$ cat src/rtl/shared_reg_arbiter.sv
// Round-robin arbiter that time-shares one register_16 among NUM_CORES requesters.
// Each granted request runs IDLE -> ISSUE -> ACK, so exactly one register operation is in flight.
module shared_reg_arbiter #(
    parameter int NUM_CORES  = 4,
    parameter int DATA_WIDTH = 16
) (
    input  logic                            clk,
    input  logic                            rst,
    input  logic [NUM_CORES-1:0]            req,
    input  logic [2*NUM_CORES-1:0]          op,
    input  logic [DATA_WIDTH*NUM_CORES-1:0] wdata,
    output logic [NUM_CORES-1:0]            ack,
    output logic [DATA_WIDTH-1:0]           rdata,
    output logic                            busy,
    output logic                            reg_write_en,
    output logic                            reg_inc_en,
    output logic                            reg_rst_en,
    output logic [DATA_WIDTH-1:0]           reg_data_in,
    input  logic [DATA_WIDTH-1:0]           reg_data_out
);

    localparam int IDX_W = $clog2(NUM_CORES);

    typedef enum logic [1:0] {
        S_IDLE  = 2'd0,
        S_ISSUE = 2'd1,
        S_ACK   = 2'd2
    } state_t;

    state_t                  state_q, state_d;
    logic [IDX_W-1:0]        ptr_q, ptr_d;
    logic [IDX_W-1:0]        gidx_q, gidx_d;
    logic [NUM_CORES-1:0]    ack_q, ack_d;
    logic [DATA_WIDTH-1:0]   rdata_q, rdata_d;
    logic                    busy_q, busy_d;
    logic                    wen_q, wen_d;
    logic                    inc_q, inc_d;
    logic                    clr_q, clr_d;
    logic [DATA_WIDTH-1:0]   din_q, din_d;

    logic                    grant_vld;
    logic [IDX_W-1:0]        grant_idx;
    logic [IDX_W:0]          scan_sum;
    logic [1:0]              grant_op;
    logic [DATA_WIDTH-1:0]   grant_wdata;

    // Scan from ptr upward with wrap-around; the first set request wins.
    always_comb begin
        grant_vld = 1'b0;
        grant_idx = '0;
        scan_sum  = '0;
        for (int k = 0; k < NUM_CORES; k++) begin
            scan_sum = {1'b0, ptr_q} + (IDX_W+1)'(k);
            if (scan_sum >= (IDX_W+1)'(NUM_CORES)) begin
                scan_sum = scan_sum - (IDX_W+1)'(NUM_CORES);
            end
            if (!grant_vld && req[scan_sum[IDX_W-1:0]]) begin
                grant_vld = 1'b1;
                grant_idx = scan_sum[IDX_W-1:0];
            end
        end
    end

    always_comb begin
        grant_op    = '0;
        grant_wdata = '0;
        for (int c = 0; c < NUM_CORES; c++) begin
            if (grant_idx == IDX_W'(c)) begin
                grant_op    = op[2*c +: 2];
                grant_wdata = wdata[c*DATA_WIDTH +: DATA_WIDTH];
            end
        end
    end

    always_ff @(posedge clk) begin
        if (rst) begin
            state_q <= S_IDLE;
            ptr_q   <= '0;
            ack_q   <= '0;
            rdata_q <= '0;
            busy_q  <= 1'b0;
            wen_q   <= 1'b0;
            inc_q   <= 1'b0;
            clr_q   <= 1'b0;
            din_q   <= '0;
        end else begin
            state_q <= state_d;
            ptr_q   <= ptr_d;
            ack_q   <= ack_d;
            rdata_q <= rdata_d;
            busy_q  <= busy_d;
            wen_q   <= wen_d;
            inc_q   <= inc_d;
            clr_q   <= clr_d;
            din_q   <= din_d;
        end
    end

    // The grant index is only consumed after a grant, so it needs no reset.
    always_ff @(posedge clk) begin
        gidx_q <= gidx_d;
    end

    always_comb begin
        state_d = state_q;
        case (state_q)
            S_IDLE:  if (grant_vld) state_d = S_ISSUE;
            S_ISSUE: state_d = S_ACK;
            S_ACK:   state_d = S_IDLE;
            default: state_d = S_IDLE;
        endcase
    end

    always_comb begin
        ptr_d   = ptr_q;
        gidx_d  = gidx_q;
        ack_d   = '0;
        rdata_d = rdata_q;
        busy_d  = (state_d != S_IDLE);
        wen_d   = 1'b0;
        inc_d   = 1'b0;
        clr_d   = 1'b0;
        din_d   = din_q;
        case (state_q)
            S_IDLE: begin
                if (grant_vld) begin
                    gidx_d = grant_idx;
                    din_d  = grant_wdata;
                    wen_d  = (grant_op == 2'b01);
                    inc_d  = (grant_op == 2'b10);
                    clr_d  = (grant_op == 2'b11);
                end
            end
            S_ISSUE: begin
                for (int c = 0; c < NUM_CORES; c++) begin
                    ack_d[c] = (gidx_q == IDX_W'(c));
                end
            end
            S_ACK: begin
                rdata_d = reg_data_out;
                ptr_d   = (gidx_q == IDX_W'(NUM_CORES-1)) ? '0 : gidx_q + 1'b1;
            end
            default: ;
        endcase
    end

    // register_16 only shows its post-update value during ACK; its data_out is itself a flop,
    // so forwarding it here keeps rdata register-driven while holding the last value otherwise.
    assign rdata        = (state_q == S_ACK) ? reg_data_out : rdata_q;
    assign ack          = ack_q;
    assign busy         = busy_q;
    assign reg_write_en = wen_q;
    assign reg_inc_en   = inc_q;
    assign reg_rst_en   = clr_q;
    assign reg_data_in  = din_q;

endmodule

$ cat config.mk
export PLATFORM = sky130hd
export DESIGN_NAME = shared_reg_arbiter
export DESIGN_NICKNAME = d
export VERILOG_FILES = /design/src/rtl/shared_reg_arbiter.sv
export SDC_FILE = /design/constraint.sdc
export NUM_CORES = 1
export LEC_CHECK = 0
export ABC_CLOCK_PERIOD_IN_PS = 1800
export CORE_ASPECT_RATIO = 0.7
export CORE_MARGIN = 1.5
export CORE_UTILIZATION = 34
export DETAILED_ROUTE_END_ITERATION = 10
export GPL_TIMING_DRIVEN = 0
export PLACE_DENSITY = 0.77
export SETUP_SLACK_MARGIN = 0.3
export SYNTH_ARGS = -nofsm -noshare
export SYNTH_HDL_FRONTEND = slang
export SYNTH_SLANG_ARGS = --single-unit
$ cat constraint.sdc
create_clock -name clk -period 1.8 [get_ports clk]
set_clock_uncertainty 0.15 [all_clocks]
set_input_delay 0.18 -clock clk [delete_from_list [all_inputs] [get_ports clk]]
set_output_delay 0.18 -clock clk [all_outputs]
set_load 0.01 [all_outputs]
Word level (Yosys, flattened, before mapping)
Cells that the tools add are included.
{"block": "word_totals", "elab_cells": 85, "output_inout_bits": 40, "register_bits": 46, "in_bits": 94}
{"block": "op_classes", "n_mux": 32, "n_lt_le_gt_ge": 8, "eq_ne": 11, "add_sub_neg": 8, "bitwise_logic": 3, "reduce_logical": 13}
{"cell": "16-bit 2-to-1 mux", "count": 5}
{"cell": "2-bit 2-to-1 mux", "count": 14}
{"cell": "2-bit equality test, second input constant", "count": 7}
{"cell": "2-bit by 3-bit < comparator with 1-bit output, second input constant", "count": 4}
{"cell": "3-bit greater-or-equal comparator, second input constant", "count": 3}
{"cell": "1-bit binary-select mux with 2-bit select", "count": 4}
{"cell": "2-bit by 1-bit equality test with 1-bit output, second input constant", "count": 4}
{"cell": "1-bit 2-to-1 mux", "count": 8}
{"cell": "2-bit by 1-bit subtractor with 2-bit output, second input constant", "count": 4}
{"cell": "2-bit by 2-bit adder with 3-bit output, second input constant", "count": 2}
{"cell": "2-bit logical NOT", "count": 3}
{"cell": "2-bit case mux with 2 select lines", "count": 1}
{"cell": "2-bit by 1-bit adder with 3-bit output, second input constant", "count": 1}
{"cell": "2-bit by 3-bit greater-or-equal comparator with 1-bit output, second input constant", "count": 1}
{"cell": "1-bit logical AND", "count": 3}
{"cell": "1-bit logical NOT", "count": 3}
{"cell": "1-bit NOT", "count": 3}
{"cell": "3-bit OR reduction", "count": 1}
{"cell": "2-bit by 1-bit adder with 2-bit output, second input constant", "count": 1}
{"cell": "2-bit AND reduction", "count": 1}
{"cell": "2-bit nonzero test", "count": 1}
{"cell": "2-bit OR reduction", "count": 1}

Depth between registers and ports, before layout
{"block": "depth", "ltp_word": 20, "ltp_mapped": 6, "mapped_depth_nobuf": 5}

Worst setup path after synthesis
No wires, ideal clock.
{"block": "synth_timing", "path_type": "register to register", "from": "register ptr_q[1]", "to": "register clr_q, in the netlist reg_rst_en", "setup_ns": 0.079, "t_arrival_ns": 1.647, "path_stages_with_launch": 7, "t_required_ns": 1.571, "n_path_buf": 1, "setup_slack_ns": -0.076, "period_less_slack_ns": 1.876, "cell_sequence": "dfxtp_1 and2_1 and2_1 or4b_1 buf_2 a21o_1 a211oi_2"}
{"block": "synth_between", "elab_chain_cells": 20, "word_cells_on_any_way": 48, "classes_between": "add/sub: 7; order compare: 4; eq/ne: 4; mux: 24; bitwise: 1; reduce/logical: 8"}
{"element": "start: declaration", "line": "31", "source": "logic [IDX_W-1:0] ptr_q, ptr_d;"}
{"element": "start signal: assignment", "line": "88", "source": "ptr_q <= ptr_d;"}
{"element": "parallel branches: the longest is 20 deep, another holds 2-bit by 1-bit adder with 3-bit output"}
{"element": "end signal: assignment", "line": "94", "source": "clr_q <= clr_d;"}
{"element": "end: declaration", "line": "38", "source": "logic clr_q, clr_d;"}
Parallel ways; which one is timed is not known. The select of a mux whose other input is x is not followed.
A chain may end at the register's enable or synchronous reset.

Worst setup path in the final report
{"block": "layout_timing", "from": "register state_q[0]", "to": "register din_q[8], in the netlist reg_data_in[8]"}
{"block": "layout_between", "elab_chain_cells": 2}
{"element": "start: declaration", "line": "30", "source": "state_t state_q, state_d;"}
{"element": "start signal: assignment", "line": "87", "source": "state_q <= state_d;"}
{"element": "2-bit logical NOT", "line": "124", "source": "case (state_q)"}
{"element": "2-bit AND reduction (no source line)"}
{"element": "end signal: assignment", "line": "95", "source": "din_q <= din_d;"}
{"element": "end: declaration", "line": "39", "source": "logic [DATA_WIDTH-1:0] din_q, din_d;"}
No other way between the ends.

==> impl_results.md <==
- Largest net degree at the start of global routing: 15
- Synthesis-to-layout area growth: 96.1%
- Reg clk slew, reported paths: 90 ps
- Post-synthesis cell type count: 38
- CTS root buffer: clkbuf_8
- Width of the die: 99.3 um
- Fin crit share: 1.09
- Gr ovfl total: 0
- Unrepaired setup endpoints after global routing: yes
- #FFs+latches synth: 46
- Detailed placer's ending HPWL: 5.32 mm
- Synthesized area: 0.00221 mm2
- Count of input and output buffers: 133
- Register area share after synthesis: 0.426
- Clk sinks: 46
- Max FO, Critical Path: 10
- Top-Level Pins: 134
- Vias: 2177
- Die Y: 70.4 um
- Final max-slew violation count: 0
- Max Clk Rate: 512 MHz
- Outcome: finished with violations
- Hold Crit Depth: 2
- Maxcap violations: 0
- Final antenna-violating net count: 0
- Rows: 24
- Initial Util: 0.354
- Relative slew slack: 0.671
- Placed cells: 420
- Worst path arrival time: 2020 ps
- Worst setup margin: -154 ps
- Die Area: 0.00700 mm2
- Vias in the first global route: 2276
- Nets: 467
- Bufs on Longest Clock Path: 2
- Net count after synthesis: 307
- CP Launch Type: flop
- Setup-failing EPs final: 32
- GRT Util Overall: 0.217
- Primary FF master, synth: dfxtp_1
- Reg2reg end: reg_data_in[8]$_SDFFE_PP0P_
- P per Cell Area: 648 mW/mm2
- Warnings, synthesis: 0
- Non-filler cells, final: 448
- Worst R2R Path Depth: 5
- TNS Setup: -3000 ps
- Main area contributors after synthesis: dfxtp_1 40%, mux2i_1 16%, mux2_2 8.2%, o221ai_1 6.3%, nor2b_1 5.1%
- Detailed Route Iter0 Violations: 39
- CTS tree: built
- First-pass GRT wire length: 11.7 mm
- Hold WS: 150 ps
- P_leak: 1.81 nW
- Setup CP Type: flop to flop
- Yosys top cell area share: 0.399
- Hold crit path type: input port to flop
- Share of layout cells above drive strength 1: 0.281
- Synth area leader: dfxtp_1
- Count leader, synth: dfxtp_1
- Cts bufs inserted: 5
- Clock latency on the worst-skew pair: 290 ps
- Peak VDD IR: 0.385 mV
- Mapped Cells: 209
- R2R Path Start: state_q[0]$_SDFF_PP0_
- Min-Delay Startpoint: rst
- Routed wire per std cell: 16.5 um
- Vias per inst: 4.86
- Post-synth top cells: 44 x dfxtp_1, 35 x mux2i_1, 18 x nor2b_1
- Post-synth EDFFs: 2
- Cts hold-fix bufs: 0
- Core Util, Final: 0.693
- Initial antenna violation count: 0
- Worst slew pin tran: 493 ps
- Design area: 0.00433 mm2
- Routability cong.: 0.778
- Reg2reg setup slack: -150 ps
- Synth async-reset ratio: 0
- DRC Markers: 0
- Register area: 953 um2
- Final Power: 2.81 mW
- Placed cell area: 0.00371 mm2
- Minimum clock period: 1950 ps
- Post-place setup slack: -953 ps
- CP Capture Type: flop
- Worst EP required: 1870 ps
- Area occupied by multi-input gates: 0.00143 mm2
- Core region area: 0.00625 mm2
- Worst Hold Path EP: state_q[0]$_SDFF_PP0_
- Antenna Cells: 0
- Fillcell total: 488
- Final WL: 7.39 mm
- CTS H-tree depth: 2
- Final Hold Fails: 0
- Syn Area/Cell: 10.6 um2
- Failing checks: negative setup slack
- DR pass1 iterations: 4
[routing by layer]
| metal | track usage | share of wire | vias to the layer above |
|---|---|---|---|
| li1 | - | - | 1081 |
| met1 | 0.296 | 0.46 | 1051 |
| met2 | 0.355 | 0.50 | 43 |
| met3 | 0.0410 | 0.032 | 2 |
| met4 | 0.0469 | 0.0046 | 0 |
| met5 | 0 | 0 | - |
[report_power, final]
group	switching (mW)	internal [mW]	total, mW
registers	0.0456	1.12	1.16
logic	0.401	0.614	1.01
clock network	0.354	0.276	0.630
total	0.801	2.01	2.81
[repair_timing]
action                                 CTS  global route
cloned                                   3             0
setup buffers                           17             0
pin swaps                                5             4
resized for setup                      163            10
endpoints found under the hold margin    0             0
setup endpoints to repair               75            59
[cells by family after synthesis]
kind of cell	after synthesis	synth area share
compound gates	32	0.121
fa+ha+maj	4	0.0227
buf+inv	14	0.0317
flops	46	0.426
mux	51	0.240
simple gates	62	0.159
[flip-flops by register name (all words and copies together) (netlist names)]
register / flops
state_q: 2
reg_inc_en: 1
reg_data_in: 16
ack: 4
reg_write_en: 1
gidx_q: 2
reg_rst_en: 1
rdata_q: 16
ptr_q: 2
busy: 1
[layout make-up]
cell class,count,share of cell area
Sequential cell,46,0.220
Timing Repair Buffer,153,0.374
Tap cell,78,0.0225
Inverter,3,0.00260
Clock inverter,1,0.00173
Clock buffer,7,0.0176
Multi-Input combinational cell,149,0.331
Buffer,11,0.0312
[cell usage in the layout, fill, tap and decap left out, drive strengths merged, types with 4 or more instances in the layout]
master / synthesis / final
ha: 4 / 4
o221ai: 16 / 16
and2: 6 / 6
dlygate4sd2: 0 / 24
dlymetal6s2s: 0 / 4
nor2b: 18 / 18
mux2i: 35 / 35
nor2: 6 / 6
mux2: 16 / 16
buf: 8 / 44
dfxtp: 44 / 44
nand2: 16 / 16
clkdlybuf4s50: 0 / 89
clkbuf: 3 / 10
[how the worst max path moves through the flow]
stage                          start                      endpoint  depth (start not counted)
4_1_cts        state_q[1]$_SDFF_PP0_                     rdata[11]                          6
5_1_grt        state_q[0]$_SDFF_PP0_         reg_rst_en$_SDFF_PP0_                          5
6_report       state_q[0]$_SDFF_PP0_   reg_data_in[8]$_SDFFE_PP0P_                          5
3_5_place_dp                  req[1]   reg_data_in[9]$_SDFFE_PP0P_                          7
2_1_floorplan  ptr_q[1]$_SDFFE_PP0P_  reg_data_in[10]$_SDFFE_PP0P_                          6
3_3_place_gp                  req[1]  reg_data_in[15]$_SDFFE_PP0P_                          7
[critical path, cell delays in order (launching register included)]
cell      delay (ps)
dfxtp_4          370
nor4_4           360
or4b_4           510
buf_6            150
buf_6            150
o221ai_1         180
Power figures use the tool's default switching activity.
